<file path="config.mk">
export PLATFORM = sky130hd
export DESIGN_NAME = lsu_agu_frontend_flat
export DESIGN_NICKNAME = d
export VERILOG_FILES = /design/src/rtl/lsu_agu_frontend_if.sv /design/src/rtl/lsu_agu_frontend.sv /design/src/flat_wrapper.sv
export SDC_FILE = /design/constraint.sdc
export NUM_CORES = 1
export LEC_CHECK = 0
export BUFFER_PORTS_ARGS = -buffer_cell sky130_fd_sc_hd__buf_2
export CAP_MARGIN = 15
export CORE_ASPECT_RATIO = 1.5
export CORE_UTILIZATION = 55
export CTS_CLUSTER_DIAMETER = 40
export DETAILED_ROUTE_END_ITERATION = 7
export PLACE_DENSITY = 0.78
export SYNTH_ARGS = -nofsm -noshare
export SYNTH_HDL_FRONTEND = slang
export SYNTH_SLANG_ARGS = --single-unit
</file>
<file path="constraint.sdc">
create_clock -name clk -period 10.77 [get_ports clk]
set_input_delay 0.5385 -clock clk [delete_from_list [all_inputs] [get_ports clk]]
set_output_delay 0.5385 -clock clk [all_outputs]
set_load 0.05 [all_outputs]
</file>
<file path="src/rtl/lsu_agu_frontend_if.sv">
// lsu_agu_frontend_if: request/response bundle between the reservation stations, the AGU front end and the LSQ.
// Signals:
//   flush                      pipeline flush (mispredict), driven by the core
//   ch_valid/ch_ready          per-channel request handshake
//   ch_tag/base/imm/sdata/op/size  per-channel micro-op fields (op: 0 = mem_read, 1 = mem_write)
//   out_valid/out_ready        FIFO head handshake toward the LSQ
//   out_tag/addr/data/op/size  FIFO head fields
// Modports: master = RS/LSQ side, slave = front end.
interface lsu_agu_frontend_if #(
    parameter int N_CH   = 2,
    parameter int TAG_W  = 6,
    parameter int DATA_W = 32,
    parameter int ADDR_W = 32
);
    logic                         flush;
    logic [N_CH-1:0]              ch_valid;
    logic [N_CH-1:0]              ch_ready;
    logic [N_CH-1:0][TAG_W-1:0]   ch_tag;
    logic [N_CH-1:0][DATA_W-1:0]  ch_base;
    logic [N_CH-1:0][DATA_W-1:0]  ch_imm;
    logic [N_CH-1:0][DATA_W-1:0]  ch_sdata;
    logic [N_CH-1:0][1:0]         ch_op;
    logic [N_CH-1:0][1:0]         ch_size;
    logic                         out_valid;
    logic                         out_ready;
    logic [TAG_W-1:0]             out_tag;
    logic [ADDR_W-1:0]            out_addr;
    logic [DATA_W-1:0]            out_data;
    logic [1:0]                   out_op;
    logic [1:0]                   out_size;

    modport master (
        output flush, ch_valid, ch_tag, ch_base, ch_imm, ch_sdata, ch_op, ch_size, out_ready,
        input  ch_ready, out_valid, out_tag, out_addr, out_data, out_op, out_size
    );

    modport slave (
        input  flush, ch_valid, ch_tag, ch_base, ch_imm, ch_sdata, ch_op, ch_size, out_ready,
        output ch_ready, out_valid, out_tag, out_addr, out_data, out_op, out_size
    );
endinterface

</file>
<file path="src/rtl/lsu_agu_frontend.sv">
// lsu_agu_frontend: round-robin RS arbiter, registered base+imm AGU stage and credit-checked output FIFO toward the LSQ.
// Ports:
//   clk              single clock, rising edge
//   reset            asynchronous active-low reset
//   bus (slave)      per-channel requests in, FIFO head out, flush
//   misalign_valid   one-cycle pulse for a dropped misaligned half/word access (LSU_AGU_MISALIGN_CHECK_EN only)
//   misalign_tag     tag of that access (LSU_AGU_MISALIGN_CHECK_EN only)
// Build option: define LSU_AGU_MISALIGN_CHECK_EN to drop misaligned accesses in s1 and report them instead.
module lsu_agu_frontend #(
    parameter int N_CH   = 2,
    parameter int DEPTH  = 4,
    parameter int TAG_W  = 6,
    parameter int DATA_W = 32,
    parameter int ADDR_W = 32
) (
    input  logic clk,
    input  logic reset,
    lsu_agu_frontend_if.slave bus
`ifdef LSU_AGU_MISALIGN_CHECK_EN
    ,
    output logic             misalign_valid,
    output logic [TAG_W-1:0] misalign_tag
`endif
);
    localparam int PW = N_CH > 1 ? $clog2(N_CH) : 1;
    localparam int AW = $clog2(DEPTH);
    localparam int CW = AW + 1;

    logic [PW-1:0]              ptr;
    logic [PW-1:0]              gnt_idx;
    logic [PW-1:0]              cand;
    logic                       gnt_any;
    logic                       hs;
    logic                       space;
    logic                       push;
    logic                       pop;

    logic                       s1_valid;
    logic [TAG_W-1:0]           s1_tag;
    logic [ADDR_W-1:0]          s1_addr;
    logic [DATA_W-1:0]          s1_data;
    logic [1:0]                 s1_op;
    logic [1:0]                 s1_size;

    logic [DEPTH-1:0][TAG_W-1:0]  mem_tag;
    logic [DEPTH-1:0][ADDR_W-1:0] mem_addr;
    logic [DEPTH-1:0][DATA_W-1:0] mem_data;
    logic [DEPTH-1:0][1:0]        mem_op;
    logic [DEPTH-1:0][1:0]        mem_size;
    logic [AW-1:0]                wptr;
    logic [AW-1:0]                rptr;
    logic [CW-1:0]                count;

    // Scanning from the farthest candidate back toward ptr leaves the first
    // valid channel at or after ptr as the final winner.
    always_comb begin
        gnt_any = 1'b0;
        gnt_idx = '0;
        cand    = '0;
        for (int k = N_CH - 1; k >= 0; k--) begin
            cand = PW'((int'(ptr) + k) % N_CH);
            if (bus.ch_valid[cand]) begin
                gnt_any = 1'b1;
                gnt_idx = cand;
            end
        end
    end

    // Credits cover both the FIFO and the AGU stage, so s1 can always write.
    assign space        = (count + CW'(s1_valid)) < CW'(DEPTH);
    assign hs           = gnt_any & space & ~bus.flush & reset;
    assign bus.ch_ready = hs ? N_CH'(1) << gnt_idx : '0;

`ifdef LSU_AGU_MISALIGN_CHECK_EN
    logic misalign;
    assign misalign       = s1_valid && ((s1_size == 2'd1 && s1_addr[0]) ||
                                         (s1_size == 2'd2 && s1_addr[1:0] != 2'b00));
    assign misalign_valid = misalign & ~bus.flush;
    assign misalign_tag   = misalign_valid ? s1_tag : '0;
    assign push           = s1_valid & ~misalign;
`else
    assign push           = s1_valid;
`endif

    assign pop           = bus.out_valid & bus.out_ready;
    assign bus.out_valid = count != '0;
    assign bus.out_tag   = mem_tag[rptr];
    assign bus.out_addr  = mem_addr[rptr];
    assign bus.out_data  = mem_data[rptr];
    assign bus.out_op    = mem_op[rptr];
    assign bus.out_size  = mem_size[rptr];

    always_ff @(posedge clk or negedge reset) begin
        if (!reset) begin
            ptr      <= '0;
            s1_valid <= 1'b0;
            s1_tag   <= '0;
            s1_addr  <= '0;
            s1_data  <= '0;
            s1_op    <= '0;
            s1_size  <= '0;
        end else begin
            s1_valid <= hs;
            if (hs) begin
                ptr     <= (gnt_idx == PW'(N_CH - 1)) ? '0 : gnt_idx + 1'b1;
                s1_tag  <= bus.ch_tag[gnt_idx];
                s1_addr <= bus.ch_base[gnt_idx][ADDR_W-1:0] + bus.ch_imm[gnt_idx][ADDR_W-1:0];
                s1_data <= bus.ch_sdata[gnt_idx];
                s1_op   <= bus.ch_op[gnt_idx];
                s1_size <= bus.ch_size[gnt_idx];
            end
        end
    end

    always_ff @(posedge clk or negedge reset) begin
        if (!reset) begin
            wptr     <= '0;
            rptr     <= '0;
            count    <= '0;
            mem_tag  <= '0;
            mem_addr <= '0;
            mem_data <= '0;
            mem_op   <= '0;
            mem_size <= '0;
        end else if (bus.flush) begin
            wptr  <= '0;
            rptr  <= '0;
            count <= '0;
        end else begin
            if (push) begin
                mem_tag[wptr]  <= s1_tag;
                mem_addr[wptr] <= s1_addr;
                mem_data[wptr] <= s1_data;
                mem_op[wptr]   <= s1_op;
                mem_size[wptr] <= s1_size;
                wptr           <= wptr + 1'b1;
            end
            if (pop)
                rptr <= rptr + 1'b1;
            count <= count + CW'(push) - CW'(pop);
        end
    end
endmodule

</file>
<file path="src/flat_wrapper.sv">
// flat-port wrapper written by rule: the top's interface ports become plain ports
module lsu_agu_frontend_flat 
#(
    parameter int N_CH   = 2,
    parameter int DEPTH  = 4,
    parameter int TAG_W  = 6,
    parameter int DATA_W = 32,
    parameter int ADDR_W = 32
)
  (clk, reset, bus_flush, bus_ch_valid, bus_ch_tag, bus_ch_base, bus_ch_imm, bus_ch_sdata, bus_ch_op, bus_ch_size, bus_out_ready, bus_ch_ready, bus_out_valid, bus_out_tag, bus_out_addr, bus_out_data, bus_out_op, bus_out_size);
  lsu_agu_frontend_if #(.N_CH(N_CH), .TAG_W(TAG_W), .DATA_W(DATA_W), .ADDR_W(ADDR_W)) bus_i ();
  input  logic clk;
  input  logic reset;
  input wire logic [$bits(bus_i.flush)-1:0] bus_flush;
  input wire logic [$bits(bus_i.ch_valid)-1:0] bus_ch_valid;
  input wire logic [$bits(bus_i.ch_tag)-1:0] bus_ch_tag;
  input wire logic [$bits(bus_i.ch_base)-1:0] bus_ch_base;
  input wire logic [$bits(bus_i.ch_imm)-1:0] bus_ch_imm;
  input wire logic [$bits(bus_i.ch_sdata)-1:0] bus_ch_sdata;
  input wire logic [$bits(bus_i.ch_op)-1:0] bus_ch_op;
  input wire logic [$bits(bus_i.ch_size)-1:0] bus_ch_size;
  input wire logic [$bits(bus_i.out_ready)-1:0] bus_out_ready;
  output wire logic [$bits(bus_i.ch_ready)-1:0] bus_ch_ready;
  output wire logic [$bits(bus_i.out_valid)-1:0] bus_out_valid;
  output wire logic [$bits(bus_i.out_tag)-1:0] bus_out_tag;
  output wire logic [$bits(bus_i.out_addr)-1:0] bus_out_addr;
  output wire logic [$bits(bus_i.out_data)-1:0] bus_out_data;
  output wire logic [$bits(bus_i.out_op)-1:0] bus_out_op;
  output wire logic [$bits(bus_i.out_size)-1:0] bus_out_size;
  assign bus_i.flush = bus_flush;
  assign bus_i.ch_valid = bus_ch_valid;
  assign bus_i.ch_tag = bus_ch_tag;
  assign bus_i.ch_base = bus_ch_base;
  assign bus_i.ch_imm = bus_ch_imm;
  assign bus_i.ch_sdata = bus_ch_sdata;
  assign bus_i.ch_op = bus_ch_op;
  assign bus_i.ch_size = bus_ch_size;
  assign bus_i.out_ready = bus_out_ready;
  assign bus_ch_ready = bus_i.ch_ready;
  assign bus_out_valid = bus_i.out_valid;
  assign bus_out_tag = bus_i.out_tag;
  assign bus_out_addr = bus_i.out_addr;
  assign bus_out_data = bus_i.out_data;
  assign bus_out_op = bus_i.out_op;
  assign bus_out_size = bus_i.out_size;
  lsu_agu_frontend #(.N_CH(N_CH), .DEPTH(DEPTH), .TAG_W(TAG_W), .DATA_W(DATA_W), .ADDR_W(ADDR_W)) u_core (.clk(clk), .reset(reset), .bus(bus_i));
endmodule
</file>
* After elaboration in Yosys (flattened, before gate mapping) *
Cells that the tools add are included.

storage, ports and cells
  bits in writable memories = 0
  bits in latches = 0
  register bits = 379
  output and inout port bits = 77
  input port bits = 218
  memories = 0
  bits in read-only memories = 0

cells by class
  eq/ne operators = 0
  muxes and demuxes = 48
  reductions and logical operators = 5
  bitwise gates (word level) = 5
  shift operators = 1
  $lt $le $gt $ge = 7
  div/mod/pow operators = 0
  multipliers = 0
  add/subtract/negate cells = 7

operator list
  kind                                                                          count
  32-bit two-way mux                                                            9
  128-bit bitwise mux                                                           2
  32-bit binary-select mux with 2-bit select                                    2
  32-bit demux with 2-bit select                                                1
  32-bit adder                                                                  1
  24-bit bitwise mux                                                            1
  2-bit two-way mux                                                             12
  6-bit two-way mux                                                             4
  8-bit bitwise mux                                                             2
  6-bit binary-select mux with 2-bit select                                     1
  6-bit demux with 2-bit select                                                 1
  1-bit two-way mux                                                             9
  2-bit binary-select mux with 2-bit select                                     2
  1-bit by 2-bit less-than comparator with 1-bit output, second input constant  3
  2-bit by 3-bit less-than comparator with 1-bit output, second input constant  2
  2-bit by 1-bit adder with 2-bit output, second input constant                 2
  1-bit bitwise AND                                                             4
  2-bit demux with 2-bit select                                                 1
  2-bit nonzero test                                                            2
  3-bit by 1-bit adder with 3-bit output                                        1
  3-bit less-than comparator, second input constant                             1
  3-bit two-way mux                                                             1
  3-bit nonzero test                                                            1
  3-bit by 1-bit subtractor with 3-bit output                                   1
  6 further kinds                                                               7

* Depth between registers and ports, before layout *
Gate-level depths: netlist of the first run.

  word-level depth = 9
  mapped depth = 13
  mapped depth without buffers = 12

* Worst setup path before layout of the first run *
OpenSTA, ideal clock, no wires.

  path kind = input -> register
  start point = input port bus_ch_valid[0]
  end point = register u_core.s1_addr[30]
  stages on the path = 12
  data arrival time = 3.483 ns
  path slack = 7.192 ns
  setup time = 0.095 ns
  path buffers = 1
  path through = inv_1 -> o21ai_1 -> clkbuf_1 -> mux2_2 -> fa_1 -> a21o_1 -> a22oi_1 -> or3_4 -> a2111oi_4 -> o31a_2 -> o31a_1 -> o31ai_1

on the way
  word-level cells in the longest chain between the ends = 7
  elaborated cells on any way between the ends = 16

RTL lines
  item                                                                                                RTL line                                         source
  start, declared                                                                                     flat_wrapper.sv:15                               input wire logic [$bits(bus_i.ch_valid)-1:0] bus_ch_valid;
  1-bit two-way mux (not written as such) (2 in series)                                               lsu_agu_frontend.sv:62                           if (bus.ch_valid[cand]) begin
  1-bit two-way mux (2 in series)                                                                     lsu_agu_frontend.sv:62
  32-bit two-way mux (not written as such) / 1-bit bitwise AND (equally long branches) (2 in series)  lsu_agu_frontend.sv:107, lsu_agu_frontend.sv:71
  32-bit adder / 1-bit bitwise AND (equally long branches)                                            lsu_agu_frontend.sv:107, lsu_agu_frontend.sv:71
  end signal, assigned                                                                                lsu_agu_frontend.sv:107                          s1_addr <= bus.ch_base[gnt_idx][ADDR_W-1:0] + bus.ch_imm[gnt_idx][ADDR_W-1:0];
  end, declared                                                                                       lsu_agu_frontend.sv:40                           logic [ADDR_W-1:0] s1_addr;

Several ways; a longest one is shown, not always the timed one. The select of a mux whose other input is x is not followed.
A chain may end at the register's enable or synchronous reset.

* Worst setup path in the final report of the first run *
  start point = register u_core.s1_valid (netlist: u_core.push)
  end point = output port bus_ch_ready[0]

on the way
  word-level cells in the longest chain between the ends = 6

RTL lines
  item                                    RTL line                 source
  start, declared                         lsu_agu_frontend.sv:38   logic s1_valid;
  start signal, assigned                  lsu_agu_frontend.sv:103  s1_valid <= hs;
  3-bit by 1-bit adder with 3-bit output  lsu_agu_frontend.sv:70   assign space = (count + CW'(s1_valid)) < CW'(DEPTH);
  3-bit less-than comparator              lsu_agu_frontend.sv:70
  1-bit bitwise AND (3 in series)         lsu_agu_frontend.sv:71   assign hs = gnt_any & space & ~bus.flush & reset;
  2-bit two-way mux                       lsu_agu_frontend.sv:72   assign bus.ch_ready = hs ? N_CH'(1) << gnt_idx : '0;
  end, declared                           flat_wrapper.sv:23       output wire logic [$bits(bus_i.ch_ready)-1:0] bus_ch_ready;

Every way passes these cells.

==> summary.txt, run 1 <==
Final ANT Viol Nets - 0
Placed Area - 20500 um2
Count of cell types in the netlist - 52
Seq/Total Area, Yosys - 50.9%
First-pass GRT wire length - 68200 um
Outcome - finished, violations left
Area grow syn2layout - 16.8%
Max-cap violations - 0
Number of global-route vias before repair - 12800
Hold crit path type - in -> async
Clock sinks - 379
Minimum hold slack - -16.7 ps
F_max - 240 MHz
CTS tree - done
Io pins - 295
Design area - 21800 um2
Synth top area cells - dfrtp_1, mux2_2, mux4_2
Vias/cell - 5.84
Tightest Pin Transition - 1030 ps
Final Instance Count excl. Fillers - 2085
Yosys top cell by area - dfrtp_1
Initial antenna violation count - 0
Die area - 34700 um2
Clock buffer depth - 3
Share of post-route cells with drive strength above 1 - 49.3%
GRT Overall Usage - 25.2%
Placed cells - 2016
IO Port Bufs - 294
Yosys Warn Count - 0
Initial drt markers - 476
GRT overflow - 0
Failing checks - DRC, hold timing
Clk_lat worst skew - 530 ps
Clock skew - 17.2 ps
Post-cts sizing count - 0
Ys flop type - dfrtp_1
CTS H-tree depth - 2
Mapped cell area - 18600 um2
Final net count - 1894
Drt total wl - 42400 um
Syn Inst Count - 1378
Design Power - 0.00585 W
Critical Path AT - 3630 ps
Clock slew at reported path FFs - 60 ps
Initial Util - 55.8%
Slew HR - 31.3%
Cts bufs inserted - 38
CP Class - reg -> out
Clk root buf - clkbuf_16
Largest net degree at the start of global routing - 87
Antenna fix cells - 0
WL/cell - 20.3 um
WP data required - 10230 ps
Fin crit share - 38.7%
Synthesized flop and latch total - 379
Post-CTS Setup Inserts - 0
Leak - 10.8 nW
Die width - 152 um
DRC viols - 16
DP Worst Slack - 6440 ps
Maximum vdd drop - 140 uV
RSZ-0062 raised after global routing - no
Syn_area_per_cell - 13.5 um2
Core region area - 33400 um2
Yosys top cell area share - 50.9%
Ys async rst share - 100%
Tmin final - 4170 ps
CP startpoint kind - flip-flop
Final slew viol count - 0
Detail Placement HPWL - 28000 um
Setup WS post-layout - 6600 ps
EDFF count, synth - 0
Pwr dens - 269 nW/um2
Die Span Y - 228 um
Setup-failing EPs final - 0
Critical Path Sink Type - primary output
Hold-fix buffers, CTS - 0
Final hold viol count - 9
Syn nets - 1636
First-pass DRT Iterations - 7
Row Count - 82
Gpl congestion - 0.957
CP max FO - 86
TNS Setup - 0 ps
DR vias - 12200
==> critical path: stages, from the launching register on <==
cell and delay [ps]:
dfrtp_1 440, ha_1 210, ha_1 190, xor2_1 170
or4b_4 890, inv_1 710, and2_1 210, buf_2 250
==> Yosys cell counts, drive strengths merged (3+ instances only) <==
master,count
a211o,3
a211oi,4
a21o,14
a21oi,35
a31oi,4
and2,4
and3,7
buf,20
clkbuf,70
dfrtp,379
ha,39
inv,11
mux2,358
mux2i,46
mux4,74
nand2,102
nand3,13
nand4,5
nor2,24
nor2b,3
nor3,8
nor4,4
o211ai,4
o21a,6
o21ai,79
o31ai,6
or3,4
xnor2,14
xor2,15
==> cell usage in the layout (no fill, tap or decap), types with 6 or more instances in the layout <==
master,Yosys,layout
mux2i_1,46,46
nand3_1,13,13
clkinv_2,0,9
mux4_2,74,74
inv_1,11,11
xor2_1,15,15
dfrtp_1,379,377
and3_1,7,7
mux2_2,358,358
nor2_1,24,24
ha_1,39,39
a21oi_1,34,34
o31ai_1,6,6
o21ai_0,78,78
o21a_1,6,6
nand2_1,102,98
buf_2,16,293
clkbuf_16,0,41
a21o_1,13,13
xnor2_1,14,14
buf_4,0,14
nor3_1,7,7
==> flip-flops by register name, summed over array words and instances (netlist names) <==
register         count
u_core.mem_size      8
u_core.mem_tag      24
u_core.rptr          2
u_core.s1_size       2
u_core.s1_data      32
u_core.push          1
u_core.mem_data    128
u_core.ptr           1
u_core.s1_tag        6
u_core.wptr          2
u_core.mem_op        8
u_core.count         3
u_core.s1_addr      32
u_core.mem_addr    128
u_core.s1_op         2
==> layer usage <==
layer	vias up	GRT usage [%]	wire (um)
met4	0	9.71	1310
met3	82	3.62	1800
li1	5579	-	-
met2	335	45.7	22500
met5	-	0	0
met1	6182	30.3	16800
==> kinds of logic after synthesis <==
group,synth area share (%)
AO/OA/AOI/OAI,5.54
XOR/XNOR,1.36
adder cells (fa/ha/maj),2.72
buffers and inverters,2.14
flip-flops,50.9
multiplexers,33.0
AND/OR/NAND/NOR,4.35
==> layout make-up <==
| type | instances | area, um2 |
|---|---|---|
| clock buffers | 47 | 1090 |
| clock inverters | 22 | 229 |
| fillers | 2477 | 11700 |
| inverters | 11 | 41.3 |
| multi-input cells | 898 | 8810 |
| flip-flops and latches | 379 | 9490 |
| well taps | 420 | 526 |
| repair buffers | 308 | 1590 |
==> through the flow <==
stage	util [%]	hold slack, ps
2_1_floorplan	-	243
3_3_place_gp	61.2	481
3_5_place_dp	61.2	487
4_1_cts	65.1	0.668
5_1_grt	65.1	29.3
6_report	65.1	-16.7
==> final timing paths <==
| kind | startpoint | end | slack, ps | cells past startpoint |
|---|---|---|---|---|
| max in group asynchronous | reset | u_core.rptr[0] | 8410 | 3 |
| worst min register to register | u_core.mem_addr[82] | u_core.mem_addr[82] | 500 | 1 |
| worst max register to register | u_core.ptr | u_core.s1_addr[30] | 6690 | 12 |
| worst max-delay path | u_core.push | bus_ch_ready[0] | 6600 | 7 |
| worst min-delay path | reset | u_core.mem_data[55] | -20 | 1 |
| min in group clk | bus_flush | u_core.rptr[0] | 290 | 2 |
==> power by group <==
group	switching (W)	internal (W)	total, W
combinational	0.00138	0.000888	0.00227
clock	0.000572	0.000803	0.00137
sequential	0.000354	0.00186	0.00221
(Power assumes the default switching activity.)
==> run 2, diff against run 1 <==
--- a/config.mk
+++ b/config.mk
@@ -5,13 +5,14 @@
 export SDC_FILE = /design/constraint.sdc
 export NUM_CORES = 1
 export LEC_CHECK = 0
+export ABC_AREA = 1
 export BUFFER_PORTS_ARGS = -buffer_cell sky130_fd_sc_hd__buf_2
 export CAP_MARGIN = 15
 export CORE_ASPECT_RATIO = 1.5
-export CORE_UTILIZATION = 55
+export CORE_UTILIZATION = 52
 export CTS_CLUSTER_DIAMETER = 40
 export DETAILED_ROUTE_END_ITERATION = 7
-export PLACE_DENSITY = 0.78
+export PLACE_DENSITY = 0.77
 export SYNTH_ARGS = -nofsm -noshare
 export SYNTH_HDL_FRONTEND = slang
 export SYNTH_SLANG_ARGS = --single-unit
==> constraint.sdc (replaced) <==
create_clock -name clk -period 3.37 [get_ports clk]
set_input_delay 0.1685 -clock clk [delete_from_list [all_inputs] [get_ports clk]]
set_output_delay 0.1685 -clock clk [all_outputs]
set_load 0.05 [all_outputs]
==> summary.txt, run 2 <==
Yosys Warn Count - 0 (unchanged)
Pwr dens - 863 nW/um2 (+220%)
Critical Path Sink Type - flip-flop
Die width - 159 um (+4.1%)
Reg2Reg Launch Point - u_core.push
Die Span Y - 237 um (+4.1%)
CP max FO - 76 (-12%)
Syn_area_per_cell - 7.66 um2 (-43%)
Die area - 37500 um2 (+8.3%)
Synthesized flop and latch total - 379 (unchanged)
Seq/Total Area, Yosys - 49.6% (-1.2 points)
Clk_lat worst skew - 550 ps (+20 ps)
DR vias - 17700 (+46%)
DRC viols - 0 (-16)
CP Class - reg -> reg
Number of global-route vias before repair - 17400 (+36%)
TNS Setup - 0 ps (unchanged)
Cts bufs inserted - 39 (+2.6%)
First-pass DRT Iterations - 5 (-2)
Final ANT Viol Nets - 0 (unchanged)
Tightest Pin Transition - 1040 ps (+6.42 ps)
Fin crit share - 89.3%
Clock slew at reported path FFs - 60 ps (about the same)
Hold crit path type - in -> async
Initial antenna violation count - 0 (unchanged)
Design area - 23000 um2 (+5.6%)
M1 WL - 20600 um (+22%)
Largest regs - u_core.mem_addr (128), u_core.mem_data (128)
Initial Util - 53.0% (-2.7 points)
Most common cell after layout, fill and taps aside - nand2_1
Clock sinks - 379 (unchanged)
Largest net degree at the start of global routing - 194 (+120%)
WP data required - 3840 ps (-6390 ps)
CP Launch Point - u_core.push
Vias/cell - 5.37 (-8.1%)
Placed Area - 20800 um2 (+1.9%)
Final net count - 3056 (+61%)
Most common cell in the netlist - nand2_1
Setup-failing EPs final - 0 (unchanged)
Clock skew - 22.6 ps (+5.41 ps)
Top sig layer - met4
Syn Inst Count - 2496 (+81%)
GRT overflow - 0 (unchanged)
CP startpoint kind - flip-flop
Critical Path AT - 3480 ps (-150 ps)
Top cells by count, synth - nand2_1, o21ai_0, dfrtp_1, inv_1, nor2_1
Area grow syn2layout - 20.3%
WL/cell - 15.8 um (-22%)
Max-cap violations - 0 (unchanged)
Synth top area cells - dfrtp_1, nand2_1, o21ai_0
Row Count - 85 (+3.7%)
Most frequent cells in the layout - nand2_1, o21ai_0, dfrtp_1
Met3 Routed Length - 3140 um (+74%)
Yosys top cell area share - 49.6% (-1.2 points)
Share of post-route cells with drive strength above 1 - 14.4% (-35 points)
Maximum vdd drop - 602 uV (+330%)
EDFF count, synth - 0 (unchanged)
Detail Placement HPWL - 33100 um (+18%)
F_max - 332 MHz
Yosys top cell by area - dfrtp_1
Mapped cell area - 19100 um2 (+2.5%)
Count of cell types in the netlist - 33 (-37%)
Ys async rst share - 100% (unchanged)
Ys flop type - dfrtp_1
Leak - 12.1 nW (+12%)
Tmin final - 3010 ps
Initial drt markers - 1408 (+200%)
Fillers - 3009 (+21%)
Post-cts sizing count - 0 (unchanged)
Design Power - 0.0198 W (+240%)
Outcome - finished clean
Clock buffer depth - 3 (unchanged)
Final hold viol count - 0 (-9)
Syn nets - 2754 (+68%)
Gpl congestion - 0.887 (-7.3%)
Drt total wl - 52200 um (+23%)
CTS H-tree depth - 2 (unchanged)
Slew HR - 30.9% (-0.43 points)
CTS tree - done
GRT Overall Usage - 28.5% (+3.4 points)
Final slew viol count - 0 (unchanged)
Clk root buf - clkbuf_16
Core region area - 36100 um2 (+7.8%)
IO Port Bufs - 294 (unchanged)
First-pass GRT wire length - 84900 um (+24%)
RSZ-0062 raised after global routing - no
Metal2 WL - 26700 um (+19%)
Io pins - 295 (unchanged)
==> run 2: logic make-up (layout without fill, tap and decap cells) <==
family | count (synthesis) | after routing | synth area share [%]
other | 0 | 1 | 0
AND/OR/NAND/NOR | 1103 | 1103 | 22.3
adder cells (fa/ha/maj) | 40 | 40 | 2.66
buffers and inverters | 346 | 676 | 7.51
AO/OA/AOI/OAI | 613 | 613 | 17.2
XOR/XNOR | 15 | 15 | 0.687
flip-flops | 379 | 379 | 49.6
==> run 2: stage by stage <==
step	std cells	setup slack (ps)	hold WS, ps	util (%)
CTS	3304	412	85.7	63.8
detailed placement	3148	468	71.0	57.8
finish	3305	360	85.5	63.8
floorplan	2496	799	-127	-
global placement	3148	452	66.4	57.8
global route	3304	122	108	63.8
==> run 2: final cells by class <==
cell class / count / area, um2 / share of cell area (%)
Inverter: 202 / 761 / 3.31
Timing Repair Buffer: 405 / 2630 / 11.4
Clock buffer: 44 / 1020 / 4.42
Sequential cell: 379 / 9490 / 41.3
Antenna cell: 1 / 2.50 / 0.0109
Multi-Input combinational cell: 1771 / 8230 / 35.8
Tap cell: 478 / 598 / 2.60
Clock inverter: 25 / 272 / 1.18
==> run 2: path summary, 6_finish.rpt <==
check	to	slack, ps	depth (start not counted)
min in group clk	u_core.s1_addr[0]	110	6
setup / recovery	u_core.s1_tag[3]	360	9
hold reg to reg	u_core.mem_data[71]	480	2
hold / removal	u_core.mem_data[121]	90	2
max in group asynchronous	u_core.rptr[1]	1880	3
setup reg to reg	u_core.s1_tag[3]	360	9
==> run 2: layer usage <==
| layer | GRT usage (%) | vias to the layer above |
|---|---|---|
| li1 | - | 8672 |
| met1 | 33.3 | 8345 |
| met2 | 51.9 | 628 |
| met3 | 4.14 | 92 |
| met4 | 10.9 | 0 |
| met5 | 0 | - |
==> run 2: report_power, final <==
| group | leakage [nW] | total, W | switching (W) | internal (W) |
|---|---|---|---|---|
| Combinational | 6.45 | 0.00896 | 0.00637 | 0.00260 |
| Sequential | 5.04 | 0.00654 | 0.000733 | 0.00581 |
| Clock | 0.626 | 0.00433 | 0.00188 | 0.00245 |
| Total | 12.1 | 0.0198 | 0.00898 | 0.0109 |
==> run 2: critical path: stages (launching register included) <==
cell and delay (ps):
dfrtp_1 400, ha_1 190, ha_1 180, xor2_1 250, inv_2 80, nand2_4 140
buf_4 720, a22oi_1 220, nand2_1 100, dlygate4sd3_1 590
==> run 2: timing repair <==
item,4_1_cts,5_1_grt
hold buffers,87,0
setup buffers,0,0
setup endpoints to repair,0,0
endpoints found under the hold margin,81,0
==> run 3, diff against run 2 <==
--- a/config.mk
+++ b/config.mk
@@ -9,6 +9,7 @@
 export BUFFER_PORTS_ARGS = -buffer_cell sky130_fd_sc_hd__buf_2
 export CAP_MARGIN = 15
 export CORE_ASPECT_RATIO = 1.5
+export CORE_MARGIN = 5
 export CORE_UTILIZATION = 52
 export CTS_CLUSTER_DIAMETER = 40
 export DETAILED_ROUTE_END_ITERATION = 7
==> summary.txt, run 3 (same netlist as run 2, synthesis figures left out) <==
Drt total wl - 53500 um (+2.3%)
Die Span Y - 245 um (+3.4%)
Maximum vdd drop - 513 uV (-15%)
Largest net degree at the start of global routing - 99 (-49%)
WL/cell - 16.2 um (+2.3%)
Share of post-route cells with drive strength above 1 - 14.2% (-0.16 points)
Clk root buf - clkbuf_16
First-pass DRT Iterations - 7 (+2)
RSZ-0062 raised after global routing - no
Clock sinks - 379 (unchanged)
Outcome - finished clean
Clock skew - 12.8 ps (-9.85 ps)
Cells along the critical path - inv_4, buf_4, o21ai_0, o22ai_1, buf_2
Area grow syn2layout - 19.7%
Gpl congestion - 0.935 (+5.5%)
Clock buffer depth - 3 (unchanged)
Final net count - 3057 (+0.033%)
Most common cell after layout, fill and taps aside - nand2_1
Final ANT Viol Nets - 0 (unchanged)
Die width - 167 um (+5.0%)
GRT overflow - 0 (unchanged)
RR Endpoint - u_core.s1_data[4]
Fin crit share - 91.8% (+2.5 points)
Initial drt markers - 1566 (+11%)
Tmin final - 3090 ps (+83.6 ps)
Number of global-route vias before repair - 17700 (+1.7%)
Final hold viol count - 0 (unchanged)
Largest regs - u_core.mem_addr (128), u_core.mem_data (128)
CP max FO - 61 (-20%)
Detail Placement HPWL - 34800 um (+5.2%)
Leak - 12.1 nW (-0.41%)
Critical Path Sink Type - primary output
TNS Setup - 0 ps (unchanged)
Vias/cell - 5.36 (about the same)
Final Instance Count excl. Fillers - 3306 (+0.030%)
CP Class - reg -> out
Row Count - 86 (+1.2%)
Biggest cell delay along the critical path - 730 ps (about the same)
Design Power - 0.0195 W (-1.5%)
Hold crit path type - in -> async
WP data required - 3200 ps (-640 ps)
Fillers - 3121 (+3.7%)
Multi-input logic area - 8230 um2 (unchanged)
Slowest stage cell, crit path - dfrtp_4
Final slew viol count - 0 (unchanged)
IO Port Bufs - 294 (unchanged)
Most frequent cells in the layout - nand2_1, o21ai_0, dfrtp_1
GRT Overall Usage - 25.8% (-2.7 points)
Tightest Pin Transition - 977 ps (-59.4 ps)
R2R depth - 9 (unchanged)
Slew HR - 34.9% (+4.0 points)
Clock slew at reported path FFs - 70 ps (about the same)
DR vias - 17700 (-0.034%)
CP startpoint kind - flip-flop
CP top delay family - buffers and inverters
Clk_lat worst skew - 520 ps (-30 ps)
CTS H-tree depth - 2 (unchanged)
Initial antenna violation count - 0 (unchanged)
Initial Util - 52.2% (-0.77 points)
Setup-failing EPs final - 0 (unchanged)
Die area - 40800 um2 (+8.6%)
Max-cap violations - 0 (unchanged)
CTS tree - done
DRC viols - 0 (unchanged)
Io pins - 295 (unchanged)
F_max - 323 MHz (-2.7%)
Buf/Inv on CP - 3 (unchanged)
Register Area - 9490 um2 (unchanged)
Pwr dens - 854 nW/um2 (-1.0%)
Reg2Reg Setup Slack - 410 ps (+50 ps)
Cts bufs inserted - 36 (-7.7%)
Placed cells - 3157 (+0.29%)
Critical Path AT - 2930 ps (-550 ps)
First-pass GRT wire length - 87900 um (+3.5%)
Reg2Reg Launch Point - u_core.push
Antenna fix cells - 0 (-1)
Core region area - 36600 um2 (+1.5%)
Post-cts sizing count - 0 (unchanged)
## run 3: changes by cell type in the layout (fill, tap and decap cells not counted), sizes merged
cell / change
buf: +4
inv: -5
clkbuf: +6
clkinv: -6
clkinvlp: -2
diode: -1
bufinv: -1
## run 3: worst max-delay path by stage
stage	start	to	slack (ps)	cells after the start
after floorplan	u_core.ptr	u_core.s1_addr[16]	800	19
after global placement	u_core.ptr	u_core.s1_addr[20]	510	17
after detailed placement	u_core.ptr	u_core.s1_addr[20]	430	17
after CTS	u_core.push	bus_ch_ready[1]	210	7
after global routing	u_core.ptr	u_core.s1_addr[24]	90	17
final	u_core.rptr[0]	bus_out_addr[30]	280	5
## run 3: stage by stage
| stage | setup WS [ps] | util [%] | cell area, um2 | hold slack, ps |
|---|---|---|---|---|
| floorplan | 799 | - | 19100 | -127 |
| global placement | 511 | 56.9 | 20800 | 84.7 |
| detailed placement | 428 | 56.9 | 20800 | 88.4 |
| CTS | 207 | 62.5 | 22900 | 131 |
| global route | 88.9 | 62.5 | 22900 | 148 |
| finish | 276 | 62.5 | 22900 | 121 |
## run 3: where the power goes
| part | internal, W | switching, W |
|---|---|---|
| Combinational | 0.00259 | 0.00631 |
| Sequential | 0.00581 | 0.000779 |
| Clock | 0.00235 | 0.00170 |
| Total | 0.0107 | 0.00879 |
## run 3: final cells by class
cell class	count	share of cell area [%]
inverter	202	3.32
sequential	379	41.5
clock buffer	50	4.61
timing repair buffer	409	11.5
multi-input combinational	1771	36.0
tap	484	2.65
clock inverter	11	0.536
## run 3: metal layers
layer  GRT usage, %  vias up  wire length [um]
met4           8.21        0              1530
met5              0        -                 0
li1               -     8660                 -
met3           3.37       90              2950
met2           47.3      605             27200
met1           31.5     8376             21800
## run 3: timing repair
item	4_1_cts	5_1_grt
hold buffers	87	0
buffers inserted	0	0
endpoints found under the hold margin	86	0
## run 3: worst register-to-register path: cells and delay by family (launching register included)
| kind | cells | cell delay (ps) |
|---|---|---|
| DFF | 1 | 410 |
| xor gates and xnor gates | 1 | 240 |
| adders and majority gates | 2 | 380 |
| and+or+nand+nor | 2 | 230 |
| buffers and inverters | 3 | 1370 |
| AOI/OAI and AO/OA | 1 | 270 |
